## config.mk

```make
export PLATFORM = sky130hd
export DESIGN_NAME = pipelined_barrel_shifter
export DESIGN_NICKNAME = d
export VERILOG_FILES = /design/src/rtl/alu_shift_pkg.sv /design/src/rtl/barrel_shift_level.sv /design/src/rtl/pipelined_barrel_shifter.sv
export SDC_FILE = /design/constraint.sdc
export NUM_CORES = 1
export LEC_CHECK = 0
export ABC_CLOCK_PERIOD_IN_PS = 1900
export BUFFER_PORTS_ARGS = -buffer_cell sky130_fd_sc_hd__buf_4
export CORE_MARGIN = 2
export CORE_UTILIZATION = 45
export DETAILED_ROUTE_END_ITERATION = 16
export SLEW_MARGIN = 20
export SYNTH_ARGS = -nofsm -noshare
export SYNTH_HDL_FRONTEND = slang
export SYNTH_SLANG_ARGS = --single-unit
```

## constraint.sdc

```tcl
create_clock -name clock -period 1.9 [get_ports clock]
set_input_delay 0.285 -clock clock [delete_from_list [all_inputs] [get_ports clock]]
set_output_delay 0.285 -clock clock [all_outputs]
set_load 0.05 [all_outputs]
```

## src/rtl/alu_shift_pkg.sv

```systemverilog
`default_nettype none
// ============================================================================
// Module      : alu_shift_pkg
// Description : Shared shift-op encodings and pipeline sizing helper.
// Revision    : 1.0 - initial release
// ============================================================================
package alu_shift_pkg;

  localparam logic [1:0] SH_SLL = 2'b00;
  localparam logic [1:0] SH_SRL = 2'b01;
  localparam logic [1:0] SH_SRA = 2'b10;
  localparam logic [1:0] SH_ROL = 2'b11;

  // Number of register stages: ceil(shamtW / stride).
  function automatic int calcStages(input int shamtW, input int stride);
    return (shamtW + stride - 1) / stride;
  endfunction

endpackage
`default_nettype wire

```

## src/rtl/barrel_shift_level.sv

```systemverilog
`default_nettype none
// ============================================================================
// Module      : barrel_shift_level
// Description : One combinational barrel-shifter level, shifting by DIST.
// Revision    : 1.0 - initial release
// ============================================================================
module barrel_shift_level #(
  parameter int WIDTH = 32,
  parameter int DIST  = 1
) (
  input  logic [WIDTH-1:0] data,
  input  logic             en,
  input  logic [1:0]       op,
  input  logic             sign,
  output logic [WIDTH-1:0] shifted
);
  import alu_shift_pkg::*;

  always_comb begin
    shifted = data;
    if (en) begin
      case (op)
        SH_SLL:  shifted = data << DIST;
        SH_SRL:  shifted = data >> DIST;
        // Sign comes from the original operand, carried down the pipe.
        SH_SRA:  shifted = {{DIST{sign}}, data[WIDTH-1:DIST]};
        default: shifted = {data[WIDTH-1-DIST:0], data[WIDTH-1:WIDTH-DIST]};
      endcase
    end
  end

endmodule
`default_nettype wire

```

## src/rtl/pipelined_barrel_shifter.sv

```systemverilog
`default_nettype none
// ============================================================================
// Module      : pipelined_barrel_shifter
// Description : Multi-mode barrel shifter, STRIDE levels per stage, global stall.
// Revision    : 1.0 - initial release
// ============================================================================
module pipelined_barrel_shifter #(
  parameter int WIDTH   = 32,
  parameter int SHAMT_W = 5,
  parameter int STRIDE  = 1,
  parameter int TAG_W   = 4
) (
  input  logic               clock,
  input  logic               reset,
  input  logic               in_valid,
  output logic               in_ready,
  input  logic [WIDTH-1:0]   in_data,
  input  logic [SHAMT_W-1:0] in_shamt,
  input  logic [1:0]         in_op,
  input  logic [TAG_W-1:0]   in_tag,
  output logic               out_valid,
  input  logic               out_ready,
  output logic [WIDTH-1:0]   out_data,
  output logic [TAG_W-1:0]   out_tag,
  output logic               busy
);
  import alu_shift_pkg::*;

  localparam int NSTAGES = calcStages(SHAMT_W, STRIDE);

  if ((WIDTH < 2) || ((WIDTH & (WIDTH - 1)) != 0) || (SHAMT_W != $clog2(WIDTH)) ||
      (STRIDE < 1) || (STRIDE > SHAMT_W)) begin : g_paramCheck
    $error("pipelined_barrel_shifter: illegal WIDTH/SHAMT_W/STRIDE combination");
  end

  logic [NSTAGES-1:0]              r_valid;
  logic [NSTAGES-1:0][WIDTH-1:0]   r_data;
  logic [NSTAGES-1:0][SHAMT_W-1:0] r_shamt;
  logic [NSTAGES-1:0][1:0]         r_op;
  logic [NSTAGES-1:0][TAG_W-1:0]   r_tag;
  logic [NSTAGES-1:0]              r_sign;

  logic [NSTAGES-1:0]              w_stgValid;
  logic [NSTAGES-1:0][WIDTH-1:0]   w_stgData;
  logic [NSTAGES-1:0][SHAMT_W-1:0] w_stgShamt;
  logic [NSTAGES-1:0][1:0]         w_stgOp;
  logic [NSTAGES-1:0][TAG_W-1:0]   w_stgTag;
  logic [NSTAGES-1:0]              w_stgSign;
  logic [NSTAGES-1:0][WIDTH-1:0]   w_stgOut;
  logic                            w_advance;
  logic                            w_unused;

  for (genvar k = 0; k < SHAMT_W; k++) begin : g_level
    localparam int S = k / STRIDE;
    logic [WIDTH-1:0] w_lvlIn;
    logic [WIDTH-1:0] w_lvlOut;
    if ((k % STRIDE) == 0) begin : g_first
      assign w_lvlIn = w_stgData[S];
    end else begin : g_chain
      assign w_lvlIn = g_level[k-1].w_lvlOut;
    end
    barrel_shift_level #(.WIDTH(WIDTH), .DIST(1 << k)) u_level (
      .data    (w_lvlIn),
      .en      (w_stgShamt[S][k]),
      .op      (w_stgOp[S]),
      .sign    (w_stgSign[S]),
      .shifted (w_lvlOut)
    );
  end

  for (genvar s = 0; s < NSTAGES; s++) begin : g_stage
    localparam int LAST = (((s + 1) * STRIDE < SHAMT_W) ? (s + 1) * STRIDE : SHAMT_W) - 1;
    if (s == 0) begin : g_head
      assign w_stgValid[s] = in_valid;
      assign w_stgData[s]  = in_data;
      assign w_stgShamt[s] = in_shamt;
      assign w_stgOp[s]    = in_op;
      assign w_stgTag[s]   = in_tag;
      assign w_stgSign[s]  = in_data[WIDTH-1];
    end else begin : g_body
      assign w_stgValid[s] = r_valid[s-1];
      assign w_stgData[s]  = r_data[s-1];
      assign w_stgShamt[s] = r_shamt[s-1];
      assign w_stgOp[s]    = r_op[s-1];
      assign w_stgTag[s]   = r_tag[s-1];
      assign w_stgSign[s]  = r_sign[s-1];
    end
    assign w_stgOut[s] = g_level[LAST].w_lvlOut;
  end

  // The whole pipe moves as one; a held result freezes every stage behind it.
  assign w_advance = !r_valid[NSTAGES-1] | out_ready;

  always_ff @(posedge clock) begin
    if (reset) begin
      r_valid <= '0;
      r_data  <= '0;
      r_shamt <= '0;
      r_op    <= '0;
      r_tag   <= '0;
      r_sign  <= '0;
    end else if (w_advance) begin
      r_valid <= w_stgValid;
      r_data  <= w_stgOut;
      r_shamt <= w_stgShamt;
      r_op    <= w_stgOp;
      r_tag   <= w_stgTag;
      r_sign  <= w_stgSign;
    end
  end

  assign in_ready  = w_advance;
  assign out_valid = r_valid[NSTAGES-1];
  assign out_data  = r_data[NSTAGES-1];
  assign out_tag   = r_tag[NSTAGES-1];
  assign busy      = |r_valid;

  // Already-consumed shamt bits and last-stage control are intentionally dropped.
  assign w_unused = ^{r_shamt, r_op[NSTAGES-1], r_sign[NSTAGES-1]};

endmodule
`default_nettype wire

```

* Word-level counts from Yosys, hierarchy flattened
Index checks and enable logic that the tools add are counted.
** Cells by class
- Equal/unequal tests :: 10
- Multiplexer cells :: 10
- Bitwise logic cells :: 1
- Reduce and logical (&&, ||, !) cells :: 7
** Operator list (count)
- 32-bit one-hot mux with 3 select lines :: 5
- 32-bit two-way mux :: 5
- 2-bit by 1-bit equality test with 1-bit output, second input constant :: 5
- 2-bit equality test, second input constant :: 5
- 2-bit logical NOT :: 5
- 5-bit OR reduction :: 1
- 1-bit logical NOT :: 1
- 1-bit OR :: 1
** Word-level totals
- Bits in registers :: 217
- Input bits :: 47
- Output and inout port bits :: 39
- Logic and storage cells :: 48

* Logic depth before layout (Yosys ltp)
- Depth after elaboration :: 3
- Gate-level depth with buffers :: 7
- Gate-level depth less buffers :: 4

* Cells and area by module
A second synthesis with hierarchy kept.
** Second synthesis, totals
- Cell total of the unflattened synthesis :: 1517
- Area total of the unflattened synthesis :: 13140.1 um^2
** By module, submodules not included
- pipelined_barrel_shifter :: instances 1, cells each 904, area each 9148.8 um^2, sequential area each 4144.0 um^2
- barrel_shift_level (g_level[4].u_level) :: instances 1, cells each 128, area each 892.1 um^2, sequential area each 0.0 um^2
- barrel_shift_level (g_level[3].u_level) :: instances 1, cells each 137, area each 857.1 um^2, sequential area each 0.0 um^2
- barrel_shift_level (g_level[2].u_level) :: instances 1, cells each 123, area each 777.0 um^2, sequential area each 0.0 um^2
- barrel_shift_level (g_level[1].u_level) :: instances 1, cells each 114, area each 760.7 um^2, sequential area each 0.0 um^2
- barrel_shift_level (g_level[0].u_level) :: instances 1, cells each 111, area each 704.4 um^2, sequential area each 0.0 um^2

* Worst setup path after synthesis
Ideal clock, no wire load.
- Path type :: register to register
- Start :: reg r_valid[4]
- End :: reg r_data, in the netlist g_level[1].w_lvlIn[2]
- Library setup time :: 92 ps
- Arrival :: 1630 ps
- Data required time :: 1808 ps
- Slack :: 177 ps
- Stages on the path, launching flop included :: 7
- Buffers on the path :: 3
- Clock period less this slack :: 1723 ps
- Cells stage by stage :: dfxtp_1 nor2b_1 buf_2 inv_2 buf_2 buf_2 o32ai_1
** Between the ends
- Longest elaborated chain between the ends :: 2
** RTL lines
- start, declared :: line pipelined_barrel_shifter.sv:36 : logic [NSTAGES-1:0] r_valid;
- start signal, assigned :: line pipelined_barrel_shifter.sv:103 : r_valid <= w_stgValid;
- 1-bit logical NOT :: line pipelined_barrel_shifter.sv:92 : assign w_advance = !r_valid[NSTAGES-1] | out_ready;
- 1-bit OR :: line pipelined_barrel_shifter.sv:92
- net in_ready :: line pipelined_barrel_shifter.sv:16 : output logic in_ready,
- end signal, assigned :: line pipelined_barrel_shifter.sv:104 : r_data <= w_stgOut;
- end, declared :: line pipelined_barrel_shifter.sv:37 : logic [NSTAGES-1:0][WIDTH-1:0] r_data;
The timed path passes the listed nets, and every way through them passes these cells.
A chain may end at the register's enable or synchronous reset.

* Worst setup path after layout
- Start :: reg r_valid[4]
- End :: out in_ready
** Between the ends
- Longest elaborated chain between the ends :: 2
** RTL lines (line)
- 1-bit logical NOT :: pipelined_barrel_shifter.sv:92
- 1-bit OR :: pipelined_barrel_shifter.sv:92
- end, declared :: pipelined_barrel_shifter.sv:16
No other way between the ends.

==> results.cfg <==
[pwr]
clkPwrFrac_pct = 43.4
p_leak_nw = 5.00
p_sw_share_pct = 26.0
seqPwrFrac_pct = 44.0
power.switching_mw = 2.90
p_int_mw = 8.25
vdd_ir_drop_max_mv = 0.481
p_per_area_nw_per_um2 = 849
comb_power_share_pct = 12.6

[synth]
synth.largest_area_cell = dfxtp_1
synth_cell_type_count = 42
synth_top_family_by_area = simple AND/OR/NAND/NOR gates
synthAdderAreaFrac_pct = 0
yosys_warnings = 0
synth_ff_type = dfxtp_1
syn_nets = 1367
ys_ff_latch = 207
syn_area_per_cell_um2 = 8.61
synth_edf_count = 0
synthMuxAreaShare_pct = 11.2
synthTopCellsByArea = dfxtp_1 36%, nand3b_1 9.0%, o31ai_1 7.9%
yosysSeqAreaShare_pct = 36.5
synth_compound_area_share_pct = 21.9
synthTopCellsByCount = 207 x dfxtp_1, 136 x nand3b_1, 120 x o31ai_1, 99 x nand2_1, 90 x o21ai_0
synthesis.instances = 1320
yosysMostFrequentCell = dfxtp_1
yosys.area_share.simple_pct = 23.3
async_reset_ff_share_pct = 0
syn_area_um2 = 11400
yosysTopAreaCellShare_pct = 36.5
synth-xor-area-share_pct = 0.540

[finish]
area_delta_synth_final_pct = 15.7
final_nets = 1378
drive_gt1_share_pct = 14.3
diodes = 0
fin_cells = 1679

[clock_network]
clk_pin_slew_worst_paths_ps = 60
htreeDepth = 1
cts_buffers = 25
cts_resized = 0
cts_tree = done
cts_buffer_depth = 3
cts_num_sinks = 207
root_buffer = clkbuf_16
insertion_delay_ps = 530

[timing]
worst_pin_slew_ps = 1010
hold_viol_final = 0
fmax_mhz = 548
max_slew_margin_pct = 32.6
finClkSkew_ps = 14.7
post-route-period-util_pct = 96.0
setup_slack_ps = 76.4
slew_viol_final = 0
min_period_ps = 1820
setup_viol = 0

[grt]
grt_pass1_vias = 9209
grt_pass1_wl_um = 49300
antenna_found_initial = 0
grt_use_total_pct = 22.7
grt_overflow = 0
grt_max_degree = 73

[setup_path]
path_max_fanout = 39
rr_worst_depth = 3
worstReg2RegStart = r_op[2]
reg2reg_slack_ps = 100
end_kind = primary output
r2r-end = g_level[3].w_lvlIn[25]
path_class = reg -> out
start_kind = flop
critPathRequiredTime_ps = 1620
worstPathArrival_ps = 1540
critical_path.startpoint = r_valid[4]

[routing]
viasPerCell = 5.86
drt-total-wl_um = 30300
firstDrtPassIters = 5
route.vias.total = 9842
dr.first_iter.drc_count = 852
wire_per_inst_um = 18.1
drtAntennaViolNets = 0
post-route-drc-count = 0

[floorplan]
placementRows = 58
core_area_um2 = 25000
die_height_um = 163
die_area_um2 = 26500
die_x_um = 163
initial_core_util_pct = 45.5
boundaryPins = 86

[run]
maxCapViolations = 0

[min_path]
holdCritStartpoint = in_valid
hold_path_class = in -> reg
hold_end = r_valid[0]
holdPathStages = 3

[placement]
detailed_place_hpwl_um = 20200
io_buffers = 85
globalplace.congestion = 0.802
place_inst = 1630
pre_cts_slack_ps = 87.2

[status]
status = finished, final reports clean
## critical path: stages, from the launching register on
cell and delay (ps):
dfxtp_1 330, nor2b_4 150, inv_6 270, buf_4 270
## cell usage in the layout (no fill, tap or decap), drive strengths merged, types with 2 or more instances in the layout
cell,instances
o32ai,2
or3,18
a21oi,47
nor2,44
buf,130
mux2,40
nor2b,5
o21ai,124
inv,10
nand3,2
nor3,35
dfxtp,207
clkbuf,37
or2b,7
a221oi,59
dlygate4sd3,2
a311oi,2
clkinv,5
nor3b,16
bufinv,2
mux2i,82
nor4,2
a31o,16
nand3b,136
nand2b,89
xnor2,5
nand2,99
o31ai,120
o2111a,2
## power by group through the flow
| stage | registers (mW) | logic, mW | clock network [mW] |
|---|---|---|---|
| 2_1_floorplan | 4.94 | 0.979 | 0 |
| 3_3_place_gp | 4.99 | 1.39 | 0 |
| 3_5_place_dp | 4.99 | 1.40 | 0 |
| 6_report | 4.91 | 1.41 | 4.84 |
| 4_1_cts | 4.90 | 1.41 | 4.96 |
| 5_1_grt | 4.94 | 1.55 | 5.14 |
## per-stage QoR
stage	utilization (%)	TNS (ps)	instance area [um2]	power (mW)	hold WS, ps
2_1_floorplan	-	0	11400	5.92	425
4_1_cts	52.6	0	13100	11.3	1.20
5_1_grt	52.7	-7.66	13100	11.6	16.2
6_report	52.7	0	13100	11.2	16.5
3_5_place_dp	49.1	0	12300	6.40	444
3_3_place_gp	49.1	0	12300	6.38	438
## layout make-up
type / count / area [um2]
Multi-Input combinational cell: 955 / 6520
Sequential cell: 207 / 4150
Fill cell: 2403 / 11800
Clock inverter: 9 / 101
Tap cell: 330 / 413
Inverter: 9 / 38.8
Timing Repair Buffer: 133 / 1180
Clock buffer: 36 / 747
## layer usage
metal	up-vias	GRT usage, %	wire length (um)
met5	-	0	0
met4	0	7.76	960
met3	57	2.75	1200
met2	230	35.8	13900
met1	4678	32.0	14300
li1	4877	-	-
## repair_timing
action                                  CTS  global route
cloned                                    0             1
pin swaps                                 0             1
endpoints found under the hold margin     2             0
hold buffers                              2             0
setup buffers                             1             0
endpoints found under the setup margin    1            13
## worst max-delay path by stage
stage               cells after the start  slack (ps)                endpoint
floorplan                               6         180   g_level[1].w_lvlIn[2]
global placement                        3         110  g_level[3].w_lvlIn[13]
detailed placement                      3          90  g_level[3].w_lvlIn[10]
CTS                                     3          40                in_ready
global route                            3          -8  g_level[3].w_lvlIn[25]
finish                                  3          80                in_ready
## state kept, by name, summed over array words and instances, names as in the netlist
name and flops:
g_level.w_lvlIn 128, out_data 32, r_tag 16, r_shamt 10, r_op 8, r_valid 5
out_tag 4, r_sign 4
## logic make-up after synthesis
| logic type | after synthesis |
|---|---|
| multiplexers | 122 |
| AO/OA/AOI/OAI | 373 |
| flip-flops | 207 |
| buffers and inverters | 159 |
| AND/OR/NAND/NOR | 455 |
| XOR/XNOR | 4 |
Power figures use the tool's default switching activity.
